File: config.mk
export PLATFORM = sky130hd
export DESIGN_NAME = spi_slave_regif_flat
export DESIGN_NICKNAME = d
export VERILOG_FILES = /design/src/rtl/spi_slave_regif_if.sv /design/src/rtl/spi_slave_regif.sv /design/src/flat_wrapper.sv
export SDC_FILE = /design/constraint.sdc
export NUM_CORES = 1
export LEC_CHECK = 0
export ABC_AREA = 1
export CORE_MARGIN = 4
export CORE_UTILIZATION = 45
export DETAILED_ROUTE_END_ITERATION = 6
export PLACE_DENSITY = 0.82
export SLEW_MARGIN = 10
export SYNTH_ARGS = -nofsm -noshare
export SYNTH_HDL_FRONTEND = slang
export SYNTH_SLANG_ARGS = --single-unit
File: constraint.sdc
create_clock -name CLK_i -period 1.2 [get_ports CLK_i]
set_input_delay 0.3 -clock CLK_i [delete_from_list [all_inputs] [get_ports CLK_i]]
set_output_delay 0.3 -clock CLK_i [all_outputs]
set_load 0.02 [all_outputs]
File: src/rtl/spi_slave_regif_if.sv
// SPI pin and register-bus bundle for spi_slave_regif.
// The slave modport is the target's view; master is the driver's view.
interface spi_slave_regif_if #(
  parameter int ADDR_W = 3
);
  logic              SPI_SCK_i;
  logic              SPI_CSn_i;
  logic              SPI_MOSI_i;
  logic              SPI_MISO_o;
  logic              MISO_OE_o;
  logic [ADDR_W-1:0] AD_o;
  logic              WR_o;
  logic              RD_o;
  logic [7:0]        Data_o;
  logic [7:0]        Data_i;
  logic              BUSY_o;

  modport slave (
    input  SPI_SCK_i,
    input  SPI_CSn_i,
    input  SPI_MOSI_i,
    input  Data_i,
    output SPI_MISO_o,
    output MISO_OE_o,
    output AD_o,
    output WR_o,
    output RD_o,
    output Data_o,
    output BUSY_o
  );

  modport master (
    output SPI_SCK_i,
    output SPI_CSn_i,
    output SPI_MOSI_i,
    output Data_i,
    input  SPI_MISO_o,
    input  MISO_OE_o,
    input  AD_o,
    input  WR_o,
    input  RD_o,
    input  Data_o,
    input  BUSY_o
  );
endinterface

File: src/rtl/spi_slave_regif.sv
// SPI target bridging an SPI master onto the 8-bit register bus.
// Define SPI_SLV_AUTOINC_EN for burst access with address auto-increment.
module spi_slave_regif #(
  parameter int ADDR_W    = 3,
  parameter bit CPOL      = 1'b0,
  parameter bit LSB_FIRST = 1'b0
) (
  input logic CLK_i,
  input logic RST_N_i,
  spi_slave_regif_if.slave bus
);

  typedef enum logic [1:0] {
    S_IDLE,
    S_CMD,
    S_DATA,
    S_SKIP
  } state_t;

  state_t r_state;
  state_t w_state_nxt;

  logic [1:0] r_sck_s;
  logic [1:0] r_csn_s;
  logic [1:0] r_mosi_s;
  logic       r_sck_d;
  logic [1:0] r_flush;
  logic       r_arm;

  logic       w_sck;
  logic       w_csn;
  logic       w_mosi;
  logic       w_active;
  logic       w_rise;
  logic       w_fall;
  logic       w_last;
  logic       w_cmd_done;
  logic       w_dat_done;
  logic [7:0] w_byte;

  logic [2:0]        r_bitcnt;
  logic [7:0]        r_rx;
  logic [7:0]        r_tx;
  logic              r_tx_vld;
  logic              r_cmd_rd;
  logic [ADDR_W-1:0] r_ad;
  logic              r_wr;
  logic              r_rd;
  logic [7:0]        r_data;
  logic              r_miso;
`ifdef SPI_SLV_AUTOINC_EN
  logic              r_first;
`endif

  // Synchronise the asynchronous SPI pins; r_arm demands CSn seen high
  // after reset so a CSn held low through reset never starts a transfer.
  always_ff @(posedge CLK_i or negedge RST_N_i) begin
    if (!RST_N_i) begin
      r_sck_s  <= {CPOL, CPOL};
      r_csn_s  <= 2'b11;
      r_mosi_s <= 2'b00;
      r_sck_d  <= CPOL;
      r_flush  <= 2'b00;
      r_arm    <= 1'b0;
    end else begin
      r_sck_s  <= {r_sck_s[0], bus.SPI_SCK_i};
      r_csn_s  <= {r_csn_s[0], bus.SPI_CSn_i};
      r_mosi_s <= {r_mosi_s[0], bus.SPI_MOSI_i};
      r_sck_d  <= r_sck_s[1];
      r_flush  <= {r_flush[0], 1'b1};
      r_arm    <= r_arm | (r_flush[1] & r_csn_s[1]);
    end
  end

  assign w_sck    = r_sck_s[1];
  assign w_csn    = r_csn_s[1];
  assign w_mosi   = r_mosi_s[1];
  assign w_active = ~w_csn & (r_state != S_IDLE);
  assign w_rise   = w_active & w_sck & ~r_sck_d;
  assign w_fall   = w_active & ~w_sck & r_sck_d;
  assign w_last   = w_rise & (r_bitcnt == 3'd7);
  assign w_byte   = LSB_FIRST ? {w_mosi, r_rx[7:1]}
                              : {r_rx[6:0], w_mosi};

  // State register
  always_ff @(posedge CLK_i or negedge RST_N_i) begin
    if (!RST_N_i) begin
      r_state <= S_IDLE;
    end else begin
      r_state <= w_state_nxt;
    end
  end

  // Next state and byte-boundary strobes; CSn high aborts from anywhere
  always_comb begin
    w_state_nxt = r_state;
    w_cmd_done  = 1'b0;
    w_dat_done  = 1'b0;
    unique case (r_state)
      S_IDLE: begin
        if (r_arm && !w_csn) w_state_nxt = S_CMD;
      end
      S_CMD: begin
        if (w_csn) begin
          w_state_nxt = S_IDLE;
        end else if (w_last) begin
          w_cmd_done  = 1'b1;
          w_state_nxt = S_DATA;
        end
      end
      S_DATA: begin
        if (w_csn) begin
          w_state_nxt = S_IDLE;
        end else if (w_last) begin
          w_dat_done  = 1'b1;
`ifdef SPI_SLV_AUTOINC_EN
          w_state_nxt = S_DATA;
`else
          w_state_nxt = S_SKIP;
`endif
        end
      end
      S_SKIP: begin
        if (w_csn) w_state_nxt = S_IDLE;
      end
      default: w_state_nxt = S_IDLE;
    endcase
  end

  // Receive shifter and bit counter, cleared whenever idle
  always_ff @(posedge CLK_i or negedge RST_N_i) begin
    if (!RST_N_i) begin
      r_bitcnt <= 3'd0;
      r_rx     <= 8'h00;
    end else if (r_state == S_IDLE) begin
      r_bitcnt <= 3'd0;
      r_rx     <= 8'h00;
    end else if (w_rise) begin
      r_bitcnt <= r_bitcnt + 3'd1;
      r_rx     <= w_byte;
    end
  end

  // Register-bus side: address, command type, write/read strobes
  always_ff @(posedge CLK_i or negedge RST_N_i) begin
    if (!RST_N_i) begin
      r_ad     <= '0;
      r_cmd_rd <= 1'b0;
      r_wr     <= 1'b0;
      r_rd     <= 1'b0;
      r_data   <= 8'h00;
`ifdef SPI_SLV_AUTOINC_EN
      r_first  <= 1'b0;
`endif
    end else begin
      r_wr <= 1'b0;
      r_rd <= 1'b0;
      if (w_cmd_done) begin
        r_ad     <= w_byte[ADDR_W-1:0];
        r_cmd_rd <= w_byte[7];
        r_rd     <= w_byte[7];
`ifdef SPI_SLV_AUTOINC_EN
        r_first  <= 1'b1;
`endif
      end
      if (w_dat_done) begin
`ifdef SPI_SLV_AUTOINC_EN
        r_first <= 1'b0;
        if (!r_cmd_rd) begin
          r_wr   <= 1'b1;
          r_data <= w_byte;
          if (!r_first) r_ad <= r_ad + 1'b1;
        end else begin
          r_ad <= r_ad + 1'b1;
          r_rd <= 1'b1;
        end
`else
        if (!r_cmd_rd) begin
          r_wr   <= 1'b1;
          r_data <= w_byte;
        end
`endif
      end
    end
  end

  // Transmit shifter: load one cycle after RD, shift on falling SCK
  always_ff @(posedge CLK_i or negedge RST_N_i) begin
    if (!RST_N_i) begin
      r_tx     <= 8'h00;
      r_tx_vld <= 1'b0;
      r_miso   <= 1'b0;
    end else if (r_state == S_IDLE) begin
      r_tx     <= 8'h00;
      r_tx_vld <= 1'b0;
      r_miso   <= 1'b0;
    end else if (r_rd) begin
      r_tx     <= bus.Data_i;
      r_tx_vld <= 1'b1;
    end else if (w_fall) begin
      if (r_state == S_DATA && r_tx_vld) begin
        r_miso <= LSB_FIRST ? r_tx[0] : r_tx[7];
        r_tx   <= LSB_FIRST ? {1'b0, r_tx[7:1]}
                            : {r_tx[6:0], 1'b0};
      end else begin
        r_miso <= 1'b0;
      end
    end
  end

  assign bus.SPI_MISO_o = r_miso;
  assign bus.MISO_OE_o  = ~w_csn;
  assign bus.AD_o       = r_ad;
  assign bus.WR_o       = r_wr;
  assign bus.RD_o       = r_rd;
  assign bus.Data_o     = r_data;
  assign bus.BUSY_o     = (r_state != S_IDLE);

endmodule

File: src/flat_wrapper.sv
// flat-port wrapper written by rule: the top's interface ports become plain ports
module spi_slave_regif_flat 
#(
  parameter int ADDR_W    = 3,
  parameter bit CPOL      = 1'b0,
  parameter bit LSB_FIRST = 1'b0
)
  (CLK_i, RST_N_i, bus_SPI_SCK_i, bus_SPI_CSn_i, bus_SPI_MOSI_i, bus_Data_i, bus_SPI_MISO_o, bus_MISO_OE_o, bus_AD_o, bus_WR_o, bus_RD_o, bus_Data_o, bus_BUSY_o);
  spi_slave_regif_if #(.ADDR_W(ADDR_W)) bus_i ();
  input logic CLK_i;
  input logic RST_N_i;
  input wire logic [$bits(bus_i.SPI_SCK_i)-1:0] bus_SPI_SCK_i;
  input wire logic [$bits(bus_i.SPI_CSn_i)-1:0] bus_SPI_CSn_i;
  input wire logic [$bits(bus_i.SPI_MOSI_i)-1:0] bus_SPI_MOSI_i;
  input wire logic [$bits(bus_i.Data_i)-1:0] bus_Data_i;
  output wire logic [$bits(bus_i.SPI_MISO_o)-1:0] bus_SPI_MISO_o;
  output wire logic [$bits(bus_i.MISO_OE_o)-1:0] bus_MISO_OE_o;
  output wire logic [$bits(bus_i.AD_o)-1:0] bus_AD_o;
  output wire logic [$bits(bus_i.WR_o)-1:0] bus_WR_o;
  output wire logic [$bits(bus_i.RD_o)-1:0] bus_RD_o;
  output wire logic [$bits(bus_i.Data_o)-1:0] bus_Data_o;
  output wire logic [$bits(bus_i.BUSY_o)-1:0] bus_BUSY_o;
  assign bus_i.SPI_SCK_i = bus_SPI_SCK_i;
  assign bus_i.SPI_CSn_i = bus_SPI_CSn_i;
  assign bus_i.SPI_MOSI_i = bus_SPI_MOSI_i;
  assign bus_i.Data_i = bus_Data_i;
  assign bus_SPI_MISO_o = bus_i.SPI_MISO_o;
  assign bus_MISO_OE_o = bus_i.MISO_OE_o;
  assign bus_AD_o = bus_i.AD_o;
  assign bus_WR_o = bus_i.WR_o;
  assign bus_RD_o = bus_i.RD_o;
  assign bus_Data_o = bus_i.Data_o;
  assign bus_BUSY_o = bus_i.BUSY_o;
  spi_slave_regif #(.ADDR_W(ADDR_W), .CPOL(CPOL), .LSB_FIRST(LSB_FIRST)) u_core (.CLK_i(CLK_i), .RST_N_i(RST_N_i), .bus(bus_i));
endmodule
==> run metrics, run 1 <==
status=finished, violations left; violated checks=negative setup slack; DR iter-0 viols=90; Synth top area share=57.3%; slowest CP cell=dfrtp_1; hold path start=u_core.r_sck_s[0]; CORE AREA=between 4000 and 5000 µm²; IO Port Bufs=28; vias in the first global route=1511; Period minus WS final=1.39 ns; CTS root buf=clkbuf_8; Antenna Nets Post-Route=0; async set-reset flop share out of synthesis=100%; H-tree Lvls=2; Worst-Skew Late Latency=0.30 ns; Area Growth Syn to Fin=42.3%; CTS tree=done; CTS buffer count=5; CTS max path bufs=2; routed wire length=between 4 and 5 mm; crit-path max cell delay=0.41 ns; power per cell area=roughly 1500 nW/µm²; Post-synth EDFFs=0; top cells by count, synth=nand2_1 (51), dfrtp_1 (44), inv_1 (17); VDD IR max=1.09 mV; Flop pwr share=40.1%; HPWL Detailed=approximately 2.7 mm; skew final=0.00386 ns; data arrival time of the critical path=1.58 ns; max-slew violations=0; Die Footprint=5380 µm²; register area=~1200 µm²; top cells by area, synth=dfrtp_1 (57%), nand2_1 (10%), o21ai_2 (3.6%); worst reg2reg path startpoint=u_core.r_state[1]; type of the worst min-delay path=reg2reg; highest clock rate=719 MHz; Mapped Avg Cell Area=between 9 and 10 µm²; critical path, cell by cell=nor2_4, buf_6, nor2_8, nand3_4, buf_6, o211ai_1, nand2_1; Worst Setup SP=u_core.r_state[1]; crit path kind=reg2reg; vias post-DR=~1600; Die Wd=73.3 µm; max_cap viols=0; Critical Path Sink Type=flop; Worst EP required=1.39 ns; Seq cells post-synth=46; Critical Path Source Type=flop; post-synthesis instance total=195; Synthesized Nets=210; Util after Layout=67.4%; cell mode on critical path=buf_6; Clk pwr share=24.9%; GRT Resource Usage Total=16.6%; internal power=2.77 mW; Die Y=73.3 µm; top cell family by delay on the critical path=simple AND/OR/NAND/NOR gates; Ys Warns=0; Comb pwr share=roughly a third; num ports=29; most common cell in the synthesized netlist=nand2_1; final worst setup slack=-0.191 ns; Synth Flop Type=dfrtp_1; worst path bufs/invs=2; first-pass GRT wire length=6.83 mm; DR pass1 iterations=6; Sw Ratio=about a third; Initial Utilization=47.3%; RSZ-0062 raised after global routing=yes; endpoints failing setup=37; routed len/inst=14.5 µm; Multi-input gate area=~830 µm²; clk slew on worst S/H paths=0.08 ns; share of layout cells above drive strength 1=40.5%; filler instances=286; initial antenna violation count=0; Layout Nets=273; sw power=1.41 mW; Placer Congestion=0.916; worst-path fanout max=5; drt drc=0; Final Hold Viols=0; Final period util=116%; sequential area share after synthesis=around three fifths; Cell variety after synth=29; worst hold slack=0.355 ns; Post-Syn Area=slightly below 2000 µm²; row cnt=23; largest net degree at the start of global routing=47; leakage power=between 1 and 1.5 nW; gr ovfl total=0; antenna diode count=0; DR vias/cell=5.07; total power=approximately 4.2 mW; Yosys top cell by area=dfrtp_1; clk sinks=46
-- cell usage in the layout, fill, tap and decap left out, drive strengths merged, types with 6 or more instances in the layout --
master and n:
o22ai 6, dfrtp 44, clkdlybuf4s50 11, inv 21
nand3 14, a21oi 11, nor2 12, nand2 56
clkbuf 7, o21ai 17, buf 47
-- timing repair --
action | in CTS | in global routing
endpoints found under the setup margin | 51 | 39
hold endpoints to repair | 44 | 0
hold buffers | 1 | 0
pin swaps | 2 | 7
buffers inserted | 2 | 3
resized for setup | 79 | 29
-- worst paths after layout --
| check | depth (start not counted) | slack [ns] | endpoint |
|---|---|---|---|
| setup / recovery | 7 | -0.19 | u_core.r_state[0] |
| hold / removal | 0 | 0.35 | u_core.r_sck_s[1] |
| setup reg to reg | 7 | -0.19 | u_core.r_state[0] |
| hold reg to reg | 0 | 0.35 | u_core.r_sck_s[1] |
| max in group asynchronous | 3 | 0.42 | u_core.r_csn_s[0] |
| min in group asynchronous | 3 | 0.51 | u_core.bus.Data_o[6] |
-- layout make-up --
type                    instances  share of cell area [%]
inverters                      22                    3.43
clock inverters                 1                   0.320
clock buffers                   7                    3.52
flip-flops and latches         46                    42.2
repair buffers                 59                    17.9
well taps                      50                    2.29
multi-input cells             124                    30.3
-- worst register-to-register path, stage by stage, from the launching register on --
cell and delay, ns:
dfrtp_1 0.41, nor2_4 0.07, buf_6 0.13, nor2_8 0.17, nand3_4 0.11, buf_6 0.14, o211ai_1 0.18, nand2_1 0.07
-- stage by stage --
| stage | instances | setup slack (ns) | area, µm² | setup TNS, ns |
|---|---|---|---|---|
| 3_3_place_gp | 295 | -0.183 | 2470 | -3.51 |
| 6_report | 309 | -0.191 | 2730 | -4.73 |
| 4_1_cts | 306 | -0.164 | 2580 | -4.66 |
| 2_1_floorplan | 195 | -0.110 | 1950 | -1.99 |
| 5_1_grt | 309 | -0.292 | 2730 | -7.75 |
| 3_5_place_dp | 295 | -0.201 | 2470 | -4.76 |
-- per-layer routing --
layer | wire length (µm) | global-route usage, % | vias up
met4 | 120 | 7.85 | 0
met2 | 2390 | 27.8 | 32
li1 | - | - | 761
met3 | 179 | 4.24 | 15
met1 | 1800 | 19.8 | 759
met5 | 0 | 0 | -
-- power groups by stage --
stage	Clock (mW)	Combinational, mW	Sequential (mW)
2_1_floorplan	0	0.564	1.71
3_3_place_gp	0	1.11	1.69
3_5_place_dp	0	1.12	1.70
4_1_cts	1.07	1.22	1.67
5_1_grt	1.14	1.58	1.68
6_report	1.04	1.47	1.68
-- flip-flops by register name, indices dropped and copies added, names as in the netlist --
signal / count
u_core.r_bitcnt: 3
u_core.bus.WR_o: 1
u_core.r_sck_d: 1
u_core.r_tx: 8
u_core.r_csn_s: 2
u_core.r_state: 2
u_core.r_sck_s: 2
u_core.r_flush: 2
u_core.r_tx_vld: 1
u_core.bus.SPI_MISO_o: 1
u_core.r_mosi_s: 2
u_core.r_cmd_rd: 1
u_core.r_arm: 1
u_core.bus.Data_o: 8
u_core.bus.AD_o: 3
u_core.bus.RD_o: 1
u_core.r_rx: 7
-- cells by family (layout without fill, tap and decap cells) --
kind of cell,count (synthesis),in the layout,synth area share (%)
DFF,46,46,60.1
AOI/OAI and AO/OA,36,36,11.7
other,1,1,0.195
buffers and inverters,25,89,5.41
adders and majority gates,2,2,1.30
and+or+nand+nor,85,85,21.4
Power figures use the tool's default switching activity.
==> inputs of run 2 (changes only) <==
--- a/config.mk
+++ b/config.mk
@@ -10,6 +10,7 @@
 export CORE_UTILIZATION = 45
 export DETAILED_ROUTE_END_ITERATION = 6
 export PLACE_DENSITY = 0.82
+export SKIP_CTS_REPAIR_TIMING = 1
 export SLEW_MARGIN = 10
 export SYNTH_ARGS = -nofsm -noshare
 export SYNTH_HDL_FRONTEND = slang
==> run 2 against run 1 <==
Compared with the run above:
- the run still ends with negative setup slack left
- final cell count is 0.65% higher
- die area stayed put
- combinational power fell by 7%
- clock skew increased by 0.0038 ns
- register-to-register slack lost 0.03 ns
- first-iteration DRC count increased by 26%
- sequential power hardly changed
==> run metrics, run 2 (same netlist as run 1, synthesis figures left out) <==
num ports=29; Critical Path Sink Type=flop; H-tree Lvls=2; CTS max path bufs=2; max-slew violations=0; Antenna Nets Post-Route=0; power per cell area=approximately 1500 nW/µm²; highest clock rate=approximately 710 MHz; Period minus WS final=1.42 ns; total power=roughly 4.1 mW; Die Wd=73.3 µm; clk slew on worst S/H paths=~0.08 ns; commonest non-fill, non-tap cell in the layout=dfrtp_1; Worst EP required=1.43 ns; max_cap viols=0; Util after Layout=69.0%; crit path kind=reg2reg; Final period util=118%; HPWL Detailed=approximately 2.7 mm; RSZ-0062 raised after global routing=yes; Post-DP Area=2470 µm²; row cnt=23; leakage power=1.30 nW; commonest non-fill, non-tap cells in the layout=dfrtp_1 (44), nand2_1 (42), buf_4 (22); register area=roughly 1200 µm²; CTS root buf=clkbuf_8; final worst setup slack=-0.216 ns; post-route cell area=2800 µm²; violated checks=negative setup slack; clk sinks=46; GRT Resource Usage Total=15.6%; gr ovfl total=0; status=finished, violations left; Die Footprint=around 5400 µm²; Worst-Skew Late Latency=0.30 ns; worst hold slack=0.355 ns; share of layout cells above drive strength 1=39.8%; data arrival time of the critical path=1.65 ns; antenna diode count=0; Multi-input gate area=870 µm²; Placer Congestion=0.916; CORE AREA=just over 4000 µm²; CTS buffer count=5; endpoints failing setup=37; filler instances=269; Area Growth Syn to Fin=45.7%; Die Y=73.3 µm; largest net degree at the start of global routing=47; DR vias/cell=roughly 5; Layout Nets=275; worst-path fanout max=5; vias in the first global route=1451; VDD IR max=0.803 mV; DR pass1 iterations=4; IO Port Bufs=28; initial antenna violation count=0; Critical Path Source Type=flop; DR iter-0 viols=113; CTS tree=done; vias post-DR=1588; Initial Utilization=a little under half; drt drc=0; skew final=0.00765 ns; routed wire length=around 4.8 mm; first-pass GRT wire length=6.47 mm; routed len/inst=15.4 µm; Final Hold Viols=0; type of the worst min-delay path=reg2reg
[run 2: cell count changes in the layout (fill, tap and decap cells not counted), moves of 3 or more]
cell      delta
clkbuf_2     +9
nand2_2      -4
nand3_1      -3
o22ai_2      -3
buf_2       -12
nand2_4      +5
o22ai_1      +6
nand3_2      +4
o22ai_4      -3
[run 2: critical path: stages (launching register included)]
cell,delay [ns]
dfrtp_1,0.42
nor2_4,0.06
buf_6,0.13
nor2_8,0.14
nand3_4,0.10
buf_4,0.16
nand2_1,0.09
o21ai_0,0.11
a21oi_1,0.13
[run 2: final timing paths]
path | start | cells after the start | to | slack (ns)
min in group asynchronous | RST_N_i | 3 | u_core.bus.Data_o[1] | 0.50
worst min-delay path | u_core.r_sck_s[0] | 0 | u_core.r_sck_s[1] | 0.35
worst max-delay path | u_core.r_state[0] | 8 | u_core.r_state[1] | -0.22
worst min register to register | u_core.r_sck_s[0] | 0 | u_core.r_sck_s[1] | 0.35
worst max register to register | u_core.r_state[0] | 8 | u_core.r_state[1] | -0.22
max in group asynchronous | RST_N_i | 3 | u_core.r_csn_s[0] | 0.43
[run 2: through the flow]
stage / setup slack [ns] / TNS [ns] / std cells
after floorplan: -0.110 / -1.99 / 195
final: -0.216 / -4.62 / 311
after global routing: -0.278 / -7.48 / 311
after detailed placement: -0.201 / -4.76 / 295
after global placement: -0.183 / -3.51 / 295
after CTS: -0.547 / -11.46 / 303
[run 2: final cells by class]
| class | count | share of cell area (%) |
|---|---|---|
| clock buffer | 7 | 3.44 |
| clock inverter | 1 | 0.313 |
| inverter | 22 | 3.35 |
| multi-input combinational | 127 | 31.1 |
| sequential | 46 | 41.2 |
| tap | 50 | 2.24 |
| timing repair buffer | 58 | 18.4 |
[run 2: power by group]
group	total, mW	switching, mW	leakage [nW]	internal (mW)
Sequential	1.67	0.0545	0.611	1.62
Combinational	1.36	0.832	0.635	0.523
Clock	1.05	0.522	0.0544	0.528
[run 2: metal layers]
| metal | vias to the layer above | global-route usage, % | routed length (µm) |
|---|---|---|---|
| li1 | 769 | - | - |
| met1 | 764 | 19.1 | 1920 |
| met2 | 41 | 25.6 | 2550 |
| met3 | 14 | 3.97 | 194 |
| met4 | 0 | 7.85 | 136 |
| met5 | - | 0 | 0 |
==> inputs of run 3 (changes only) <==
--- a/config.mk
+++ b/config.mk
@@ -7,9 +7,9 @@
 export LEC_CHECK = 0
 export ABC_AREA = 1
 export CORE_MARGIN = 4
-export CORE_UTILIZATION = 45
+export CORE_UTILIZATION = 47
 export DETAILED_ROUTE_END_ITERATION = 6
-export PLACE_DENSITY = 0.82
+export PLACE_DENSITY = 0.85
 export SKIP_CTS_REPAIR_TIMING = 1
 export SLEW_MARGIN = 10
 export SYNTH_ARGS = -nofsm -noshare
==> run 3 against run 2 <==
Compared with the run above:
- the run still ends with negative setup slack left
- maximum frequency increased by 3.0%
- flip-flop and latch count did not move
- largest power group unchanged
- clock-buffer cell count increased by 1
- clock power is essentially flat
- critical path depth unchanged
- combinational power is 9% lower
- utilization shrank 0.073 points
==> run metrics, run 3 (same netlist as run 1, synthesis figures left out) <==
Post-DP Area=approximately 2500 µm²; GRT Resource Usage Total=15.7%; post-route cell area=2620 µm²; max_cap viols=0; CTS buffer count=5; crit-path max cell delay=0.41 ns; Worst-Skew Late Latency=0.30 ns; status=finished, violations left; HPWL Detailed=2.84 mm; initial antenna violation count=0; power per cell area=1520 nW/µm²; CTS root buf=clkbuf_8; gr ovfl total=0; largest net degree at the start of global routing=47; antenna diode count=0; first-pass GRT wire length=6.38 mm; DR vias/cell=between 5 and 6; crit path kind=reg2reg; endpoints failing setup=36; Layout Nets=271; worst-path fanout max=9; Antenna Nets Post-Route=0; slowest CP cell=dfrtp_1; share of layout cells above drive strength 1=34.6%; clk slew on worst S/H paths=~0.080 ns; Initial Utilization=between 50% and 60%; Util after Layout=68.9%; Final TNS setup=-3.68 ns; Period minus WS final=1.37 ns; data arrival time of the critical path=about 1.6 ns; cell mode on critical path=nand3_4; r2r setup slk=-0.17 ns; Critical Path Sink Type=flop; num ports=29; RSZ-0062 raised after global routing=yes; Die Y=71.9 µm; worst path bufs/invs=2; Die Footprint=between 5000 and 6000 µm²; DR iter-0 viols=roughly 130; total power=3.97 mW; drt drc=0; final worst setup slack=-0.175 ns; leakage power=about 1.3 nW; routed len/inst=14.7 µm; row cnt=22; vias post-DR=1545; filler instances=291; H-tree Lvls=2; CORE AREA=between 3000 and 4000 µm²; Final Hold Viols=0; CTS tree=done; VDD IR max=1.28 mV; Die Wd=between 70 and 80 µm; Area Growth Syn to Fin=36.3%; Cells after DPL=294; type of the worst min-delay path=reg2reg; vias in the first global route=between 1500 and 2000; Placer Congestion=~0.9; DR pass1 iterations=4; Critical Path Source Type=flop; Final period util=115%; critical path, cell by cell=nor2_4, buf_6, nor2_8, nand3_4, inv_4, nand3_4, nand2_1, o21ai_1; CTS max path bufs=2; violated checks=negative setup slack; skew final=around 0.011 ns; commonest non-fill, non-tap cell in the layout=nand2_1; Worst EP required=1.38 ns; IO Port Bufs=28; max-slew violations=0; clk sinks=46; routed wire length=4.48 mm; highest clock rate=between 700 and 800 MHz; commonest non-fill, non-tap cells in the layout=nand2_1 (48), dfrtp_1 (44), buf_4 (23); non-filler cells, final=305; top cell family by delay on the critical path=simple AND/OR/NAND/NOR gates
run 3: cell count changes in the layout (fill, tap and decap cells not counted), moves of 3 or more:
| cell | before | now |
|---|---|---|
| nand2_1 | 42 | 48 |
| nand2_4 | 9 | 3 |
| nand3_2 | 6 | 0 |
| buf_6 | 9 | 4 |
| clkbuf_2 | 9 | 14 |
| nand3_1 | 7 | 12 |
| o22ai_1 | 6 | 3 |
| o22ai_2 | 0 | 3 |
run 3: metal layers:
layer,wire length [µm],vias to the layer above,global-route usage [%]
met5,0,-,0
met4,99,0,7.93
met3,168,10,3.88
met2,2430,41,26.2
met1,1790,739,18.8
li1,-,755,-
run 3: power breakdown:
part           internal, mW  switching, mW
clock network         0.581          0.482
logic                 0.481          0.757
registers              1.62         0.0499
run 3: per-stage QoR:
step                      setup WS [ns]  hold slack (ns)
after floorplan                  -0.110          0.00441
after global placement           -0.184            0.292
after detailed placement         -0.193            0.294
after CTS                        -0.514          -0.0241
after global routing             -0.252            0.369
final                            -0.175            0.361
run 3: final cells by class:
class                   count  area, µm²  share of cell area, %
flip-flops and latches     46       1150                   44.1
clock buffers               8        110                   4.21
multi-input cells         125        757                   28.9
well taps                  48       60.1                   2.29
inverters                  22       91.3                   3.49
repair buffers             56        445                   17.0
run 3: worst paths after layout:
| kind | endpoint | start | cells after the start |
|---|---|---|---|
| worst max-delay path | u_core.r_cmd_rd | u_core.r_state[0] | 8 |
| worst min-delay path | u_core.r_mosi_s[1] | u_core.r_mosi_s[0] | 0 |
| worst max register to register | u_core.r_cmd_rd | u_core.r_state[0] | 8 |
| worst min register to register | u_core.r_mosi_s[1] | u_core.r_mosi_s[0] | 0 |
| max in group asynchronous | u_core.r_csn_s[1] | RST_N_i | 3 |
| min in group asynchronous | u_core.bus.Data_o[5] | RST_N_i | 3 |
